## src/rtl/inst_fetch_pkg.sv

```systemverilog
// -----------------------------------------------------------------------------
// inst_fetch_pkg
// Shared constants and types for the instruction-fetch stage.
//   INST_ADDR_W / INST_DATA_W : default instruction address / data widths
//   INST_BYTES                : PC increment per instruction (alignment unit)
//   RESET_PC_DEF              : first fetch address after reset
//   CHIP_ENABLE / CHIP_DISABLE: ROM chip-enable levels
//   ZERO_DOUBLE_WORD          : all-zero instruction word
//   fetch_state_e             : fetch FSM encoding (IDLE / RUN / HALT)
// -----------------------------------------------------------------------------
package inst_fetch_pkg;

  localparam int INST_ADDR_W = 32;
  localparam int INST_DATA_W = 64;
  localparam int INST_BYTES  = 8;

  localparam logic [INST_ADDR_W-1:0] RESET_PC_DEF     = 32'h0000_0000;
  localparam logic                   CHIP_ENABLE      = 1'b1;
  localparam logic                   CHIP_DISABLE     = 1'b0;
  localparam logic [INST_DATA_W-1:0] ZERO_DOUBLE_WORD = 64'h0;

  typedef enum logic [1:0] {
    FETCH_IDLE = 2'b00,
    FETCH_RUN  = 2'b01,
    FETCH_HALT = 2'b10
  } fetch_state_e;

endpackage

```

## src/rtl/inst_fetch_if.sv

```systemverilog
// -----------------------------------------------------------------------------
// inst_fetch_if
// Groups the ROM access bus and the IF/ID output handshake of the fetch stage.
//   rom_ce / rom_addr : fetch -> ROM request
//   rom_inst          : ROM -> fetch data (combinational from rom_addr)
//   id_valid/id_pc/id_inst/id_misalign : fetch -> decode entry
//   id_ready          : decode -> fetch acceptance
// Modports: master = fetch stage, slave = ROM + decode side.
// -----------------------------------------------------------------------------
interface inst_fetch_if #(
  parameter int ADDR_W = 32,
  parameter int INST_W = 64
);

  logic              rom_ce;
  logic [ADDR_W-1:0] rom_addr;
  logic [INST_W-1:0] rom_inst;
  logic              id_valid;
  logic [ADDR_W-1:0] id_pc;
  logic [INST_W-1:0] id_inst;
  logic              id_misalign;
  logic              id_ready;

  modport master (
    output rom_ce, rom_addr, id_valid, id_pc, id_inst, id_misalign,
    input  rom_inst, id_ready
  );

  modport slave (
    input  rom_ce, rom_addr, id_valid, id_pc, id_inst, id_misalign,
    output rom_inst, id_ready
  );

endinterface

```

## src/rtl/inst_fetch_if_id_reg.sv

```systemverilog
// -----------------------------------------------------------------------------
// inst_fetch_if_id_reg
// IF/ID output register with valid/ready hold.
//   clk, rst        : clock, asynchronous active-low reset
//   kill            : drop the held entry (redirect), highest priority
//   load            : capture ld_pc/ld_inst/ld_misalign as a new valid entry
//   ready           : consumer accepts the entry this cycle
//   valid/pc/inst/misalign : registered entry outputs
// -----------------------------------------------------------------------------
module inst_fetch_if_id_reg #(
  parameter int ADDR_W = 32,
  parameter int INST_W = 64
) (
  input  logic              clk,
  input  logic              rst,
  input  logic              kill,
  input  logic              load,
  input  logic              ready,
  input  logic [ADDR_W-1:0] ld_pc,
  input  logic [INST_W-1:0] ld_inst,
  input  logic              ld_misalign,
  output logic              valid,
  output logic [ADDR_W-1:0] pc,
  output logic [INST_W-1:0] inst,
  output logic              misalign
);

  logic              valid_q, valid_d;
  logic [ADDR_W-1:0] pc_q, pc_d;
  logic [INST_W-1:0] inst_q, inst_d;
  logic              misalign_q, misalign_d;

  // Next-entry selection: kill beats load, load beats consume.
  always_comb begin
    valid_d    = valid_q;
    pc_d       = pc_q;
    inst_d     = inst_q;
    misalign_d = misalign_q;
    if (kill) begin
      valid_d    = 1'b0;
      misalign_d = 1'b0;
    end else if (load) begin
      valid_d    = 1'b1;
      pc_d       = ld_pc;
      inst_d     = ld_inst;
      misalign_d = ld_misalign;
    end else if (valid_q && ready) begin
      // Consumed with nothing to replace it: the stage goes empty.
      valid_d    = 1'b0;
      misalign_d = 1'b0;
    end else begin
      valid_d    = valid_q;
    end
  end

  // Entry registers.
  always_ff @(posedge clk or negedge rst) begin
    if (!rst) begin
      valid_q    <= 1'b0;
      pc_q       <= '0;
      inst_q     <= '0;
      misalign_q <= 1'b0;
    end else begin
      valid_q    <= valid_d;
      pc_q       <= pc_d;
      inst_q     <= inst_d;
      misalign_q <= misalign_d;
    end
  end

  assign valid    = valid_q;
  assign pc       = pc_q;
  assign inst     = inst_q;
  assign misalign = misalign_q;

endmodule

```

## src/rtl/inst_fetch.sv

```systemverilog
// -----------------------------------------------------------------------------
// inst_fetch
// Instruction fetch stage: holds the PC, drives the ROM and fills the IF/ID
// register. Handles branch redirect, exception flush and misaligned targets.
//   clk, rst      : clock, asynchronous active-low reset
//   bus (master)  : ROM request/data and IF/ID handshake (see inst_fetch_if)
//   branch_flag / branch_target : redirect from execute (no delay slot)
//   flush / flush_pc            : exception flush, highest priority
// -----------------------------------------------------------------------------
module inst_fetch
  import inst_fetch_pkg::*;
#(
  parameter int                ADDR_W     = INST_ADDR_W,
  parameter int                INST_W     = INST_DATA_W,
  parameter int                INST_BYTES = inst_fetch_pkg::INST_BYTES,
  parameter logic [ADDR_W-1:0] RESET_PC   = RESET_PC_DEF
) (
  input  logic              clk,
  input  logic              rst,
  inst_fetch_if.master      bus,
  input  logic              branch_flag,
  input  logic [ADDR_W-1:0] branch_target,
  input  logic              flush,
  input  logic [ADDR_W-1:0] flush_pc
);

  localparam logic [ADDR_W-1:0] ALIGN_MASK = ADDR_W'(INST_BYTES - 1);
  localparam logic [ADDR_W-1:0] PC_STEP    = ADDR_W'(INST_BYTES);

  fetch_state_e      state_q, state_d;
  logic [ADDR_W-1:0] pc_q, pc_d;
  logic              rom_ce_q, rom_ce_d;

  logic              adv_s;
  logic              load_s;
  logic              kill_s;
  logic [INST_W-1:0] ld_inst_s;
  logic              ld_misalign_s;
  logic              id_valid_s;

  assign adv_s = !id_valid_s || bus.id_ready;

  // Next state / PC / IF-ID control: flush > branch > normal sequencing.
  always_comb begin
    state_d       = state_q;
    pc_d          = pc_q;
    load_s        = 1'b0;
    kill_s        = 1'b0;
    ld_inst_s     = bus.rom_inst;
    ld_misalign_s = 1'b0;
    if (flush) begin
      pc_d    = flush_pc;
      kill_s  = 1'b1;
      state_d = FETCH_RUN;
    end else if (branch_flag && (state_q != FETCH_HALT)) begin
      pc_d    = branch_target;
      kill_s  = 1'b1;
      state_d = FETCH_RUN;
    end else begin
      case (state_q)
        FETCH_IDLE: begin
          state_d = FETCH_RUN;
        end
        FETCH_RUN: begin
          if (adv_s) begin
            load_s = 1'b1;
            if ((pc_q & ALIGN_MASK) != '0) begin
              // Misaligned target: emit a trap marker instead of a ROM word.
              ld_inst_s     = ZERO_DOUBLE_WORD[INST_W-1:0];
              ld_misalign_s = 1'b1;
              state_d       = FETCH_HALT;
            end else begin
              pc_d = pc_q + PC_STEP;
            end
          end else begin
            load_s = 1'b0;
          end
        end
        FETCH_HALT: begin
          state_d = FETCH_HALT;
        end
        default: begin
          state_d = FETCH_IDLE;
        end
      endcase
    end
    // The ROM is only enabled for an aligned address while running.
    rom_ce_d = ((state_d == FETCH_RUN) && ((pc_d & ALIGN_MASK) == '0))
               ? CHIP_ENABLE : CHIP_DISABLE;
  end

  // FSM state, PC and registered chip enable.
  always_ff @(posedge clk or negedge rst) begin
    if (!rst) begin
      state_q  <= FETCH_IDLE;
      pc_q     <= RESET_PC;
      rom_ce_q <= CHIP_DISABLE;
    end else begin
      state_q  <= state_d;
      pc_q     <= pc_d;
      rom_ce_q <= rom_ce_d;
    end
  end

  assign bus.rom_ce   = rom_ce_q;
  assign bus.rom_addr = pc_q;
  assign bus.id_valid = id_valid_s;

  inst_fetch_if_id_reg #(
    .ADDR_W (ADDR_W),
    .INST_W (INST_W)
  ) u_if_id_reg (
    .clk         (clk),
    .rst         (rst),
    .kill        (kill_s),
    .load        (load_s),
    .ready       (bus.id_ready),
    .ld_pc       (pc_q),
    .ld_inst     (ld_inst_s),
    .ld_misalign (ld_misalign_s),
    .valid       (id_valid_s),
    .pc          (bus.id_pc),
    .inst        (bus.id_inst),
    .misalign    (bus.id_misalign)
  );

endmodule

```

## src/flat_wrapper.sv

```systemverilog
// flat-port wrapper written by rule: the top's interface ports become plain ports
module inst_fetch_flat import inst_fetch_pkg::*;
#(
  parameter int                ADDR_W     = INST_ADDR_W,
  parameter int                INST_W     = INST_DATA_W,
  parameter int                INST_BYTES = inst_fetch_pkg::INST_BYTES,
  parameter logic [ADDR_W-1:0] RESET_PC   = RESET_PC_DEF
)
  (clk, rst, branch_flag, branch_target, flush, flush_pc, bus_rom_ce, bus_rom_addr, bus_id_valid, bus_id_pc, bus_id_inst, bus_id_misalign, bus_rom_inst, bus_id_ready);
  inst_fetch_if #(.ADDR_W(ADDR_W), .INST_W(INST_W)) bus_i ();
  input  logic clk;
  input  logic rst;
  input  logic branch_flag;
  input  logic [ADDR_W-1:0] branch_target;
  input  logic flush;
  input  logic [ADDR_W-1:0] flush_pc;
  output wire logic [$bits(bus_i.rom_ce)-1:0] bus_rom_ce;
  output wire logic [$bits(bus_i.rom_addr)-1:0] bus_rom_addr;
  output wire logic [$bits(bus_i.id_valid)-1:0] bus_id_valid;
  output wire logic [$bits(bus_i.id_pc)-1:0] bus_id_pc;
  output wire logic [$bits(bus_i.id_inst)-1:0] bus_id_inst;
  output wire logic [$bits(bus_i.id_misalign)-1:0] bus_id_misalign;
  input wire logic [$bits(bus_i.rom_inst)-1:0] bus_rom_inst;
  input wire logic [$bits(bus_i.id_ready)-1:0] bus_id_ready;
  assign bus_rom_ce = bus_i.rom_ce;
  assign bus_rom_addr = bus_i.rom_addr;
  assign bus_id_valid = bus_i.id_valid;
  assign bus_id_pc = bus_i.id_pc;
  assign bus_id_inst = bus_i.id_inst;
  assign bus_id_misalign = bus_i.id_misalign;
  assign bus_i.rom_inst = bus_rom_inst;
  assign bus_i.id_ready = bus_id_ready;
  inst_fetch #(.ADDR_W(ADDR_W), .INST_W(INST_W), .INST_BYTES(INST_BYTES), .RESET_PC(RESET_PC)) u_core (.clk(clk), .rst(rst), .bus(bus_i), .branch_flag(branch_flag), .branch_target(branch_target), .flush(flush), .flush_pc(flush_pc));
endmodule
```

## config.mk

```make
export PLATFORM = sky130hd
export DESIGN_NAME = inst_fetch_flat
export DESIGN_NICKNAME = d
export VERILOG_FILES = /design/src/rtl/inst_fetch_pkg.sv /design/src/rtl/inst_fetch_if.sv /design/src/rtl/inst_fetch_if_id_reg.sv /design/src/rtl/inst_fetch.sv /design/src/flat_wrapper.sv
export SDC_FILE = /design/constraint.sdc
export NUM_CORES = 1
export LEC_CHECK = 0
export ABC_AREA = 1
export BUFFER_PORTS_ARGS = -buffer_cell sky130_fd_sc_hd__buf_2
export CORE_MARGIN = 2
export CORE_UTILIZATION = 49
export DETAILED_ROUTE_END_ITERATION = 8
export PLACE_DENSITY = 0.81
export SLEW_MARGIN = 20
export SYNTH_ARGS = -nofsm -noshare
export SYNTH_HDL_FRONTEND = slang
export SYNTH_SLANG_ARGS = --single-unit
```

## constraint.sdc

```tcl
create_clock -name clk -period 1.7 [get_ports clk]
set_input_delay 0.255 -clock clk [delete_from_list [all_inputs] [get_ports clk]]
set_output_delay 0.255 -clock clk [all_outputs]
set_load 0.05 [all_outputs]
```

==> qor.yml <==
floorplan:
  die_w_um: 118.1
  rows: 41
  dieArea_um2: 13960
  pin_count: 264
  start_util_pct: 50.38
  coreArea_um2: 12670
  dieHeight_um: 118.1
drt:
  drtIter0Drc: 578
  routed_via_density: 5.506
  first_pass_iters: 5
  drc: 0
  vias: 6348
  final_antenna_net_count: 0
  wl_um: 19310
  wl_per_cell_um: 16.75
worst_setup_path:
  setup.worst_path.end_class: "flop"
  r2r-end: "u_core.bus.rom_addr[17]"
  r2r_start: "u_core.state_q[0]"
  critPathKind: "reg2reg"
  crit_arrival_ps: 1910
  regToRegSetupSlack_ps: 110
  crit_start: "u_core.state_q[0]"
  critPathCapture: "u_core.bus.rom_addr[17]"
  critPathMaxFanout: 18
  rr_worst_depth: 9
  required_ps: 2030
  cp-start-kind: "flop"
placement:
  gp_congestion: 0.9257
  place_hpwl_um: 13660
  dpl-instance-area_um2: 7915
  dpl_worst_slack_ps: 150.9
  io_buffers: 263
logic_synthesis:
  synthDistinctLibCells: 32
  syn_area_per_cell_um2: 9.081
  netlist_area_um2: 6384
  synth-main-ff-cell: "dfrtp_1"
  ys_seq_area_share_pct: 52.14
  async_flop_share_pct: 100.0
  synth_edf_count: 0
  yosysWarnings: 0
  syn-instance-count: 703
  syn_nets: 837
  ys_seq_elements: 133
clock_tree:
  htreeDepth: 4
  cts.sinks: 133
  cts_made_buffers: 17
  clk_latency_ps: 410
  clockBufferDepth: 2
  clk_pin_slew_worst_paths_ps: 60
  cts_root_buf: "clkbuf_16"
  cts_tree: "yes"
sta:
  max_freq_mhz: 629.3
  setup_viol_count_final: 0
  clock-skew-final_ps: 7.360
  slew_violations: 0
  relSlewSlack_pct: 75.54
  fin_ws_ps: 110.9
  min_period_ps: 1589
  hold_violations: 0
  tightest_slew_ps: 366.9
  fin_crit_sh_pct: 93.48
  holdWs_ps: 98.84
finish:
  layout-area-overhead-vs-synth_pct: 34.87
  drive_gt1_share_pct: 36.53
  design_area_um2: 8610
  fin_nets: 1101
global_routing:
  antenna_found_initial: 0
  grtUsageTotal_pct: 27.43
  grt_pass1_vias: 5913
  grt_pass1_wl_um: 30160
  grt_max_degree: 65
  grt_overflow_total: 0
hold_path:
  hold_path.class: "in2reg"
status:
  status: "completed"
power:
  p_per_area_nw_per_um2: 1293
  p_leak_nw: 4.565
  max-vdd-ir-drop_uv: 877.5
run:
  maxCapViolCount: 0
==> kinds of logic after synthesis <==
kind of cell | synth area share, %
AND/OR/NAND/NOR | 18.62
XOR/XNOR | 0.6860
buffers and inverters | 7.487
flip-flops | 52.14
adder cells (fa/ha/maj) | 0.1960
AO/OA/AOI/OAI | 20.87
==> through the flow <==
step | utilization [%] | total power, mW | setup TNS (ps) | std cells
2_1_floorplan | - | 6.465 | 0 | 703
3_3_place_gp | 62.47 | 7.503 | 0 | 1113
3_5_place_dp | 62.47 | 7.537 | 0 | 1113
4_1_cts | 67.19 | 11.15 | 0 | 1146
5_1_grt | 67.93 | 11.61 | -3.114 | 1152
6_report | 67.95 | 11.13 | 0 | 1153
==> critical path, cell delays in order, from the launching register on <==
cell,delay [ps]
dfrtp_1,380
inv_1,90
nand2_2,80
nand2_4,150
nand2_4,110
nor2_4,140
buf_4,140
clkbuf_16,190
a21oi_1,50
a21oi_1,180
==> layer usage <==
layer	global-route usage [%]	part of all wire, %	wire length [µm]	vias to the layer above
li1	-	-	-	2962
met1	35.28	41	7870	3004
met2	45.81	49	9448	342
met3	5.840	8.2	1586	40
met4	9.789	2.1	404	0
met5	0	0	0	-
==> placed cells by master, fill, tap and decap left out, types with 4 or more instances in the layout <==
master | Yosys | routed
clkbuf_8 | 0 | 4
dfrtp_1 | 133 | 129
inv_1 | 48 | 47
nor2_2 | 10 | 7
nor2_4 | 5 | 9
o21ai_1 | 13 | 13
nor2_1 | 49 | 48
nand3_1 | 32 | 32
clkbuf_16 | 0 | 18
o21ai_0 | 46 | 46
buf_2 | 25 | 262
o21bai_1 | 5 | 5
buf_4 | 2 | 17
xor2_1 | 4 | 4
a32o_1 | 64 | 64
dfrtp_2 | 0 | 4
nand2_4 | 4 | 4
nand2_1 | 170 | 170
buf_12 | 0 | 9
a21oi_1 | 43 | 43
a22oi_1 | 9 | 9
nand2_2 | 5 | 5
clkinv_2 | 0 | 5
==> area by class of cell <==
type / instances / area [µm²]
inverters: 51 / 197.7
fillers: 1048 / 4061
clock buffers: 23 / 488.0
flip-flops and latches: 133 / 3333
repair buffers: 291 / 1665
multi-input cells: 473 / 2608
clock inverters: 9 / 100.1
diodes: 1 / 2.502
well taps: 172 / 215.2
==> state kept, by name, indices dropped and copies added, names as in the netlist <==
register                     count
u_core.bus.rom_addr             32
u_core.bus.rom_ce                1
u_core.state_q                   2
u_core.u_if_id_reg.inst         64
u_core.u_if_id_reg.misalign      1
u_core.u_if_id_reg.pc           32
u_core.u_if_id_reg.valid         1
==> timing repair <==
| item | in CTS | in global routing |
|---|---|---|
| hold buffers | 1 | 0 |
| setup buffers | 0 | 5 |
| setup endpoints to repair | 0 | 9 |
| hold endpoints to repair | 31 | 0 |
| gates resized for setup | 0 | 9 |
==> how the worst min path moves through the flow <==
stage | slack (ps) | end | cells past startpoint | from
floorplan | -40 | u_core.bus.rom_addr[0] | 0 | rst
global placement | 180 | u_core.bus.rom_addr[24] | 1 | rst
detailed placement | 180 | u_core.bus.rom_addr[24] | 1 | rst
CTS | 80 | u_core.bus.rom_addr[4] | 3 | flush_pc[4]
global route | 90 | u_core.u_if_id_reg.inst[3] | 2 | bus_rom_inst[3]
finish | 100 | u_core.bus.rom_addr[4] | 3 | flush_pc[4]
==> power breakdown <==
group / internal [mW] / switching (mW)
Sequential: 3.62 / 0.343
Clock: 2.30 / 1.28
Combinational: 0.897 / 2.69
==> synth_stat cells (all sizes together) (2+ instances only) <==
cell | n | share of area, %
inv | 51 | 3.0
a22oi | 10 | 1.3
nor2 | 64 | 4.7
o21bai | 5 | 0.59
xor2 | 4 | 0.55
o21ai | 60 | 4.8
nand2 | 179 | 11
a32o | 64 | 10
clkbuf | 7 | 0.41
dfrtp | 133 | 52
buf | 39 | 4.1
nand3 | 32 | 2.5
o22ai | 3 | 0.29
o211ai | 2 | 0.24
a21oi | 43 | 3.4
a31oi | 2 | 0.20
(Power assumes the default switching activity.)
